$ cat src/rtl/cache_bus_arbiter_pkg.sv
// Shared types for the cache bus arbiter: master IDs and the grant-lock states.
package cache_bus_arbiter_pkg;

   localparam logic CACHE_ARB_ID_M0 = 1'b0;
   localparam logic CACHE_ARB_ID_M1 = 1'b1;

   typedef enum logic {
      ID_M0 = CACHE_ARB_ID_M0,
      ID_M1 = CACHE_ARB_ID_M1
   } master_id_e;

   typedef enum logic {
      LOCK_FREE,
      LOCK_HELD
   } lock_state_e;

   function automatic master_id_e other_id(input master_id_e id);
      if (id == ID_M0) return ID_M1;
      return ID_M0;
   endfunction

endpackage

$ cat src/rtl/cache_bus_arbiter_if.sv
// Avalon-MM style bus bundle; a CPU master drives it via 'master', the arbiter
// (or the cache) receives it via 'slave'.
interface cache_bus_arbiter_if;

   logic [31:0] address;
   logic [3:0]  byteEnable;
   logic        read;
   logic        write;
   logic [31:0] writeData;
   logic [31:0] readData;
   logic        waitRequest;
   logic        readDataValid;

   modport master (
      output address, byteEnable, read, write, writeData,
      input  readData, waitRequest, readDataValid
   );

   modport slave (
      input  address, byteEnable, read, write, writeData,
      output readData, waitRequest, readDataValid
   );

endinterface

$ cat src/rtl/cache_bus_arbiter_idfifo.sv
// In-order FIFO of 1-bit master IDs, one entry per read still awaiting its
// response. Pushes when full and pops when empty are ignored.
module cache_arb_idfifo #(
   parameter int DEPTH = 2
) (
   input  logic clk,
   input  logic rest,
   input  logic push,
   input  logic push_id,
   input  logic pop,
   output logic full,
   output logic empty,
   output logic head
);

   localparam int AW = $clog2(DEPTH);

   logic [AW:0]      wr_ptr_q, wr_ptr_d;
   logic [AW:0]      rd_ptr_q, rd_ptr_d;
   logic [DEPTH-1:0] mem_q, mem_d;
   logic             do_push, do_pop;

   // Pointers carry one extra wrap bit so full and empty are distinguishable.
   assign empty = (wr_ptr_q == rd_ptr_q);
   assign full  = (wr_ptr_q[AW] != rd_ptr_q[AW]) &&
                  (wr_ptr_q[AW-1:0] == rd_ptr_q[AW-1:0]);
   assign head  = mem_q[rd_ptr_q[AW-1:0]];

   always_comb begin
      do_push  = push & ~full;
      do_pop   = pop & ~empty;
      mem_d    = mem_q;
      wr_ptr_d = wr_ptr_q + {{AW{1'b0}}, do_push};
      rd_ptr_d = rd_ptr_q + {{AW{1'b0}}, do_pop};
      if (do_push) mem_d[wr_ptr_q[AW-1:0]] = push_id;
   end

   always_ff @(posedge clk) begin
      if (!rest) begin
         wr_ptr_q <= '0;
         rd_ptr_q <= '0;
         mem_q    <= '0;
      end else begin
         wr_ptr_q <= wr_ptr_d;
         rd_ptr_q <= rd_ptr_d;
         mem_q    <= mem_d;
      end
   end

endmodule

$ cat src/rtl/cache_bus_arbiter.sv
// Shares the cache s0 port between m0 (fetch) and m1 (load/store) and routes
// in-order read responses back. Define CACHE_ARB_FIXED_PRIO_EN to let m1 win every tie.
module cache_bus_arbiter
   import cache_bus_arbiter_pkg::*;
#(
   parameter int DEPTH = 2
) (
   input  logic                clk,
   input  logic                rest,
   cache_bus_arbiter_if.slave  m0,
   cache_bus_arbiter_if.slave  m1,
   cache_bus_arbiter_if.master s0,
   output logic                arb_error
);

   lock_state_e state_q, state_d;
   master_id_e  lock_id_q, lock_id_d;
   master_id_e  tie_winner, grant_id;
   logic        err_q, err_d;
   logic        req0, req1, has_grant;
   logic        g_read, g_write, blocked, fwd, accept, push, pop;
   logic        fifo_full, fifo_empty, fifo_head;
   logic [31:0] g_address, g_write_data;
   logic [3:0]  g_byte_enable;

`ifdef CACHE_ARB_FIXED_PRIO_EN
   assign tie_winner = ID_M1;
`else
   master_id_e last_q, last_d;

   // Round-robin: the master not granted on the last accepted transfer wins a tie.
   assign tie_winner = other_id(last_q);

   always_comb begin
      last_d = accept ? grant_id : last_q;
   end

   always_ff @(posedge clk) begin
      if (!rest) last_q <= ID_M1;
      else       last_q <= last_d;
   end
`endif

   always_comb begin
      req0      = m0.read | m0.write;
      req1      = m1.read | m1.write;
      has_grant = 1'b1;
      grant_id  = ID_M0;
      if (state_q == LOCK_HELD)  grant_id  = lock_id_q;
      else if (req0 && req1)     grant_id  = tie_winner;
      else if (req1)             grant_id  = ID_M1;
      else if (!req0)            has_grant = 1'b0;
   end

   // A read that would overflow the ID FIFO is held back from the cache entirely.
   always_comb begin
      if (grant_id == ID_M1) begin
         g_address     = m1.address;
         g_byte_enable = m1.byteEnable;
         g_write_data  = m1.writeData;
         g_read        = has_grant & m1.read;
         g_write       = has_grant & m1.write & ~m1.read;
      end else begin
         g_address     = m0.address;
         g_byte_enable = m0.byteEnable;
         g_write_data  = m0.writeData;
         g_read        = has_grant & m0.read;
         g_write       = has_grant & m0.write & ~m0.read;
      end
      blocked   = g_read & fifo_full;
      fwd       = rest & ~blocked & (g_read | g_write);
      accept    = fwd & ~s0.waitRequest;
      push      = accept & g_read;
      pop       = rest & s0.readDataValid & ~fifo_empty;
      state_d   = (fwd && s0.waitRequest) ? LOCK_HELD : LOCK_FREE;
      lock_id_d = fwd ? grant_id : lock_id_q;
      err_d     = err_q | (s0.readDataValid & fifo_empty);
   end

   always_ff @(posedge clk) begin
      if (!rest) begin
         state_q   <= LOCK_FREE;
         lock_id_q <= ID_M0;
         err_q     <= 1'b0;
      end else begin
         state_q   <= state_d;
         lock_id_q <= lock_id_d;
         err_q     <= err_d;
      end
   end

   cache_arb_idfifo #(.DEPTH(DEPTH)) u_idfifo (
      .clk     (clk),
      .rest    (rest),
      .push    (push),
      .push_id (grant_id),
      .pop     (pop),
      .full    (fifo_full),
      .empty   (fifo_empty),
      .head    (fifo_head)
   );

   assign s0.address    = g_address;
   assign s0.byteEnable = g_byte_enable;
   assign s0.writeData  = g_write_data;
   assign s0.read       = fwd & g_read;
   assign s0.write      = fwd & g_write;

   assign m0.waitRequest = ~rest | ((has_grant && grant_id == ID_M0) ? (s0.waitRequest | blocked) : req0);
   assign m1.waitRequest = ~rest | ((has_grant && grant_id == ID_M1) ? (s0.waitRequest | blocked) : req1);

   assign m0.readDataValid = pop & (fifo_head == ID_M0);
   assign m1.readDataValid = pop & (fifo_head == ID_M1);
   assign m0.readData      = s0.readData;
   assign m1.readData      = s0.readData;

   assign arb_error = rest & err_q;

endmodule

$ cat src/flat_wrapper.sv
// flat-port wrapper written by rule: the top's interface ports become plain ports
module cache_bus_arbiter_flat import cache_bus_arbiter_pkg::*;
#(
   parameter int DEPTH = 2
)
  (clk, rest, arb_error, m0_address, m0_byteEnable, m0_read, m0_write, m0_writeData, m0_readData, m0_waitRequest, m0_readDataValid, m1_address, m1_byteEnable, m1_read, m1_write, m1_writeData, m1_readData, m1_waitRequest, m1_readDataValid, s0_address, s0_byteEnable, s0_read, s0_write, s0_writeData, s0_readData, s0_waitRequest, s0_readDataValid);
  cache_bus_arbiter_if m0_i ();
  cache_bus_arbiter_if m1_i ();
  cache_bus_arbiter_if s0_i ();
  input  logic clk;
  input  logic rest;
  output logic arb_error;
  input wire logic [$bits(m0_i.address)-1:0] m0_address;
  input wire logic [$bits(m0_i.byteEnable)-1:0] m0_byteEnable;
  input wire logic [$bits(m0_i.read)-1:0] m0_read;
  input wire logic [$bits(m0_i.write)-1:0] m0_write;
  input wire logic [$bits(m0_i.writeData)-1:0] m0_writeData;
  output wire logic [$bits(m0_i.readData)-1:0] m0_readData;
  output wire logic [$bits(m0_i.waitRequest)-1:0] m0_waitRequest;
  output wire logic [$bits(m0_i.readDataValid)-1:0] m0_readDataValid;
  input wire logic [$bits(m1_i.address)-1:0] m1_address;
  input wire logic [$bits(m1_i.byteEnable)-1:0] m1_byteEnable;
  input wire logic [$bits(m1_i.read)-1:0] m1_read;
  input wire logic [$bits(m1_i.write)-1:0] m1_write;
  input wire logic [$bits(m1_i.writeData)-1:0] m1_writeData;
  output wire logic [$bits(m1_i.readData)-1:0] m1_readData;
  output wire logic [$bits(m1_i.waitRequest)-1:0] m1_waitRequest;
  output wire logic [$bits(m1_i.readDataValid)-1:0] m1_readDataValid;
  output wire logic [$bits(s0_i.address)-1:0] s0_address;
  output wire logic [$bits(s0_i.byteEnable)-1:0] s0_byteEnable;
  output wire logic [$bits(s0_i.read)-1:0] s0_read;
  output wire logic [$bits(s0_i.write)-1:0] s0_write;
  output wire logic [$bits(s0_i.writeData)-1:0] s0_writeData;
  input wire logic [$bits(s0_i.readData)-1:0] s0_readData;
  input wire logic [$bits(s0_i.waitRequest)-1:0] s0_waitRequest;
  input wire logic [$bits(s0_i.readDataValid)-1:0] s0_readDataValid;
  assign m0_i.address = m0_address;
  assign m0_i.byteEnable = m0_byteEnable;
  assign m0_i.read = m0_read;
  assign m0_i.write = m0_write;
  assign m0_i.writeData = m0_writeData;
  assign m0_readData = m0_i.readData;
  assign m0_waitRequest = m0_i.waitRequest;
  assign m0_readDataValid = m0_i.readDataValid;
  assign m1_i.address = m1_address;
  assign m1_i.byteEnable = m1_byteEnable;
  assign m1_i.read = m1_read;
  assign m1_i.write = m1_write;
  assign m1_i.writeData = m1_writeData;
  assign m1_readData = m1_i.readData;
  assign m1_waitRequest = m1_i.waitRequest;
  assign m1_readDataValid = m1_i.readDataValid;
  assign s0_address = s0_i.address;
  assign s0_byteEnable = s0_i.byteEnable;
  assign s0_read = s0_i.read;
  assign s0_write = s0_i.write;
  assign s0_writeData = s0_i.writeData;
  assign s0_i.readData = s0_readData;
  assign s0_i.waitRequest = s0_waitRequest;
  assign s0_i.readDataValid = s0_readDataValid;
  cache_bus_arbiter #(.DEPTH(DEPTH)) u_core (.clk(clk), .rest(rest), .m0(m0_i), .m1(m1_i), .s0(s0_i), .arb_error(arb_error));
endmodule
$ cat config.mk
export PLATFORM = sky130hd
export DESIGN_NAME = cache_bus_arbiter_flat
export DESIGN_NICKNAME = d
export VERILOG_FILES = /design/src/rtl/cache_bus_arbiter_pkg.sv /design/src/rtl/cache_bus_arbiter_if.sv /design/src/rtl/cache_bus_arbiter_idfifo.sv /design/src/rtl/cache_bus_arbiter.sv /design/src/flat_wrapper.sv
export SDC_FILE = /design/constraint.sdc
export NUM_CORES = 1
export LEC_CHECK = 0
export CAP_MARGIN = 30
export CORE_AREA = 5 5 119 121
export CTS_CLUSTER_SIZE = 25
export DETAILED_ROUTE_END_ITERATION = 10
export DIE_AREA = 0 0 124 126
export GPL_TIMING_DRIVEN = 1
export MAX_ROUTING_LAYER = met4
export PLACE_DENSITY = 0.6
export SETUP_SLACK_MARGIN = 0.5
export SYNTH_ARGS = -nofsm -noshare
export SYNTH_HDL_FRONTEND = slang
export SYNTH_SLANG_ARGS = --single-unit
$ cat constraint.sdc
create_clock -name clk -period 3.85 [get_ports clk]
set_input_delay 1.155 -clock clk [delete_from_list [all_inputs] [get_ports clk]]
set_output_delay 1.155 -clock clk [all_outputs]
set_load 0.01 [all_outputs]
==> impl_metrics.ini <==
[sta]
setup-violations-final = 0
maxSlewHeadroom = 0.7411
finalCriticalPeriod_ns = 3.643
rsz0062_at_grt = true
fin_ws_ns = 0.2070
fin_worst_skew_ns = 0.0008867
hold_viol_final = 0
drv_slew = 0
worst_pin_slew_ns = 0.3854
finalCritPeriodShare = 0.9462
clock.fmax_ghz = 0.2745

[synth]
synth_top_area_cell = nand2_1
netlist_top_cells_count = nand2_1 (206), buf_4 (66), buf_2 (11), dfxtp_1 (10), nor2b_1 (7)
ys_async_sr_fraction = 0
synth_ff_type = dfxtp_1
synth_cell_types = 33
ys_seq_area_frac = 0.1013
synth_most_common_cell = nand2_1
syn_area_per_cell_sq_um = 5.538
ys_warn_count = 0
synth_area_leaders = nand2_1 (39%), buf_4 (25%), dfxtp_1 (10%), buf_2 (2.8%), nor2b_1 (2.2%)
syn_inst = 357
ys_ff_latch = 10
synth_edf_count = 0
syn_area_sq_um = 1977
syn-num-nets = 536
synth.top_cell.area_share = 0.3911

[floorplanning]
core_area_sq_um = 12980
rows = 42
num_io_pins = 315
dieArea_sq_um = 15620
start_util = 0.1523
die_w_microns = 124
die_y_microns = 126

[worst_setup_path]
crit_required_ns = 2.69
crit_path_max_fanout = 8
arrival_ns = 2.49
crit_type = input pin to output pin
endpoint_kind = output pin
startpoint_type = input pin

[final_layout]
final_core_util = 0.4100
final-instance-count-excl-fill = 744
layout.filler_cells = 1328
syn_to_final_growth_pct = 169.2
drive_gt1_frac = 0.4630
seq_area_sq_um = 200.2
multi_input_area_sq_um = 1672
diodes = 0
nets = 748
final_cell_area_sq_um = 5321

[power]
power_mw = 1.399
leakagePower_nw = 2.584
peakVddDrop_mv = 0.1325
powerDensity_nw_per_um2 = 262.9

[route]
via_per_inst = 4.122
wl_per_cell_microns = 16.37
vias = 3067
ant_nets = 0
drc = 0
wl_microns = 12180
drtIter0Drc = 136
first_pass_iters = 4

[cts]
cts_buffers = 3
clock_sinks = 10
cts_hold_buf = 0
cts_buffer_depth = 2
root_buffer = clkbuf_16
clock_latency_ns = 0.24
htree_levels = 1
cts_tree = built
path_clk_slew_ns = 0.04

[placed_design]
gp_congestion = 0.8533
dp_slack_ns = -0.4289
io_buffers = 218
placed_cells = 686
hpwl_microns = 7717
place_area_sq_um = 3981

[min_path]
holdCritPathClass = register to register

[run_status]
outcome = finished, final reports clean

[grt]
grtUsageTotal = 0.1419
grt_pass1_wl_microns = 16910
gr-total-overflow = 0
grt_start_max_net_pins = 18
first_global_vias = 3150
antenna_found_initial = 0

[job]
drv_cap = 0
registers in the layout, indices dropped and copies added, names as in the netlist:
name / cells
u_core.err_q: 1
u_core.last_q: 1
u_core.lock_id_q: 1
u_core.state_q: 1
u_core.u_idfifo.mem_q: 2
u_core.u_idfifo.rd_ptr_q: 2
u_core.u_idfifo.wr_ptr_q: 2
per-stage QoR:
stage          hold slack [ns]  setup TNS, ns
2_1_floorplan           0.4507              0
3_3_place_gp            0.4634         -26.16
3_5_place_dp            0.4866         -28.83
4_1_cts                 0.5037              0
5_1_grt                 0.5384              0
6_report                0.5030              0
critical path: stages:
cell and delay [ns]:
buf_6 0.09, or3_4 0.38, nor2b_4 0.16, buf_12 0.15, buf_12 0.13, clkbuf_16 0.17
nand2_1 0.08, nand2_1 0.04, buf_2 0.13
cells in the final DEF (no fill, tap or decap), types with 6 or more instances in the layout:
cell type and n:
buf_12 14, buf_6 53, clkbuf_16 6, nand2_2 67
dfxtp_1 10, buf_16 14, buf_2 41, nor2b_1 6
buf_4 17, nand2_1 107, clkdlybuf4s50_1 139, nand2_4 32
final timing paths:
path / start / to / slack (ns) / cells after the start
worst max-delay path: m1_read / s0_address[11] / 0.21 / 9
worst min-delay path: u_core.err_q / u_core.err_q / 0.50 / 2
worst max register to register: u_core.lock_id_q / u_core.u_idfifo.mem_q[1] / 1.41 / 9
worst min register to register: u_core.err_q / u_core.err_q / 0.50 / 2
area by class of cell:
type	count	share of cell area
timing repair buffer	287	0.5874
sequential	10	0.03762
inverter	4	0.002822
multi-input combinational	263	0.3141
clock buffer	4	0.01669
tap	176	0.04138
cells by family (layout without fill, tap and decap cells):
family                     after synthesis  count (layout)  synth area share
muxes                                    3               3           0.01519
and+or+nand+nor                        238             238            0.4886
DFF                                     10              10            0.1013
xor gates and xnor gates                 4               4           0.01772
buffers and inverters                   84             295            0.2994
AOI/OAI and AO/OA                       15              15           0.05886
adders and majority gates                3               3           0.01899
timing repair:
item,in CTS,in global routing
gates resized for setup,387,141
cloned,14,3
pin swaps,57,60
setup endpoints to repair,75,74
buffers inserted,28,9
metal layers:
layer	vias to the layer above	share of wire	track usage
li1	1470	-	-
met1	1402	0.37	0.1646
met2	170	0.52	0.2440
met3	25	0.10	0.03901
met4	0	0.015	0.02899
met5	-	0	-
power breakdown:
group | total [mW] | leakage, nW | switching, mW | internal [mW]
registers | 0.117 | 0.0819 | 0.00663 | 0.111
clock network | 0.205 | 0.0442 | 0.0486 | 0.156
logic | 1.08 | 2.46 | 0.446 | 0.631
total | 1.40 | 2.58 | 0.501 | 0.898
No activity file was read; power rests on OpenSTA's default activity.
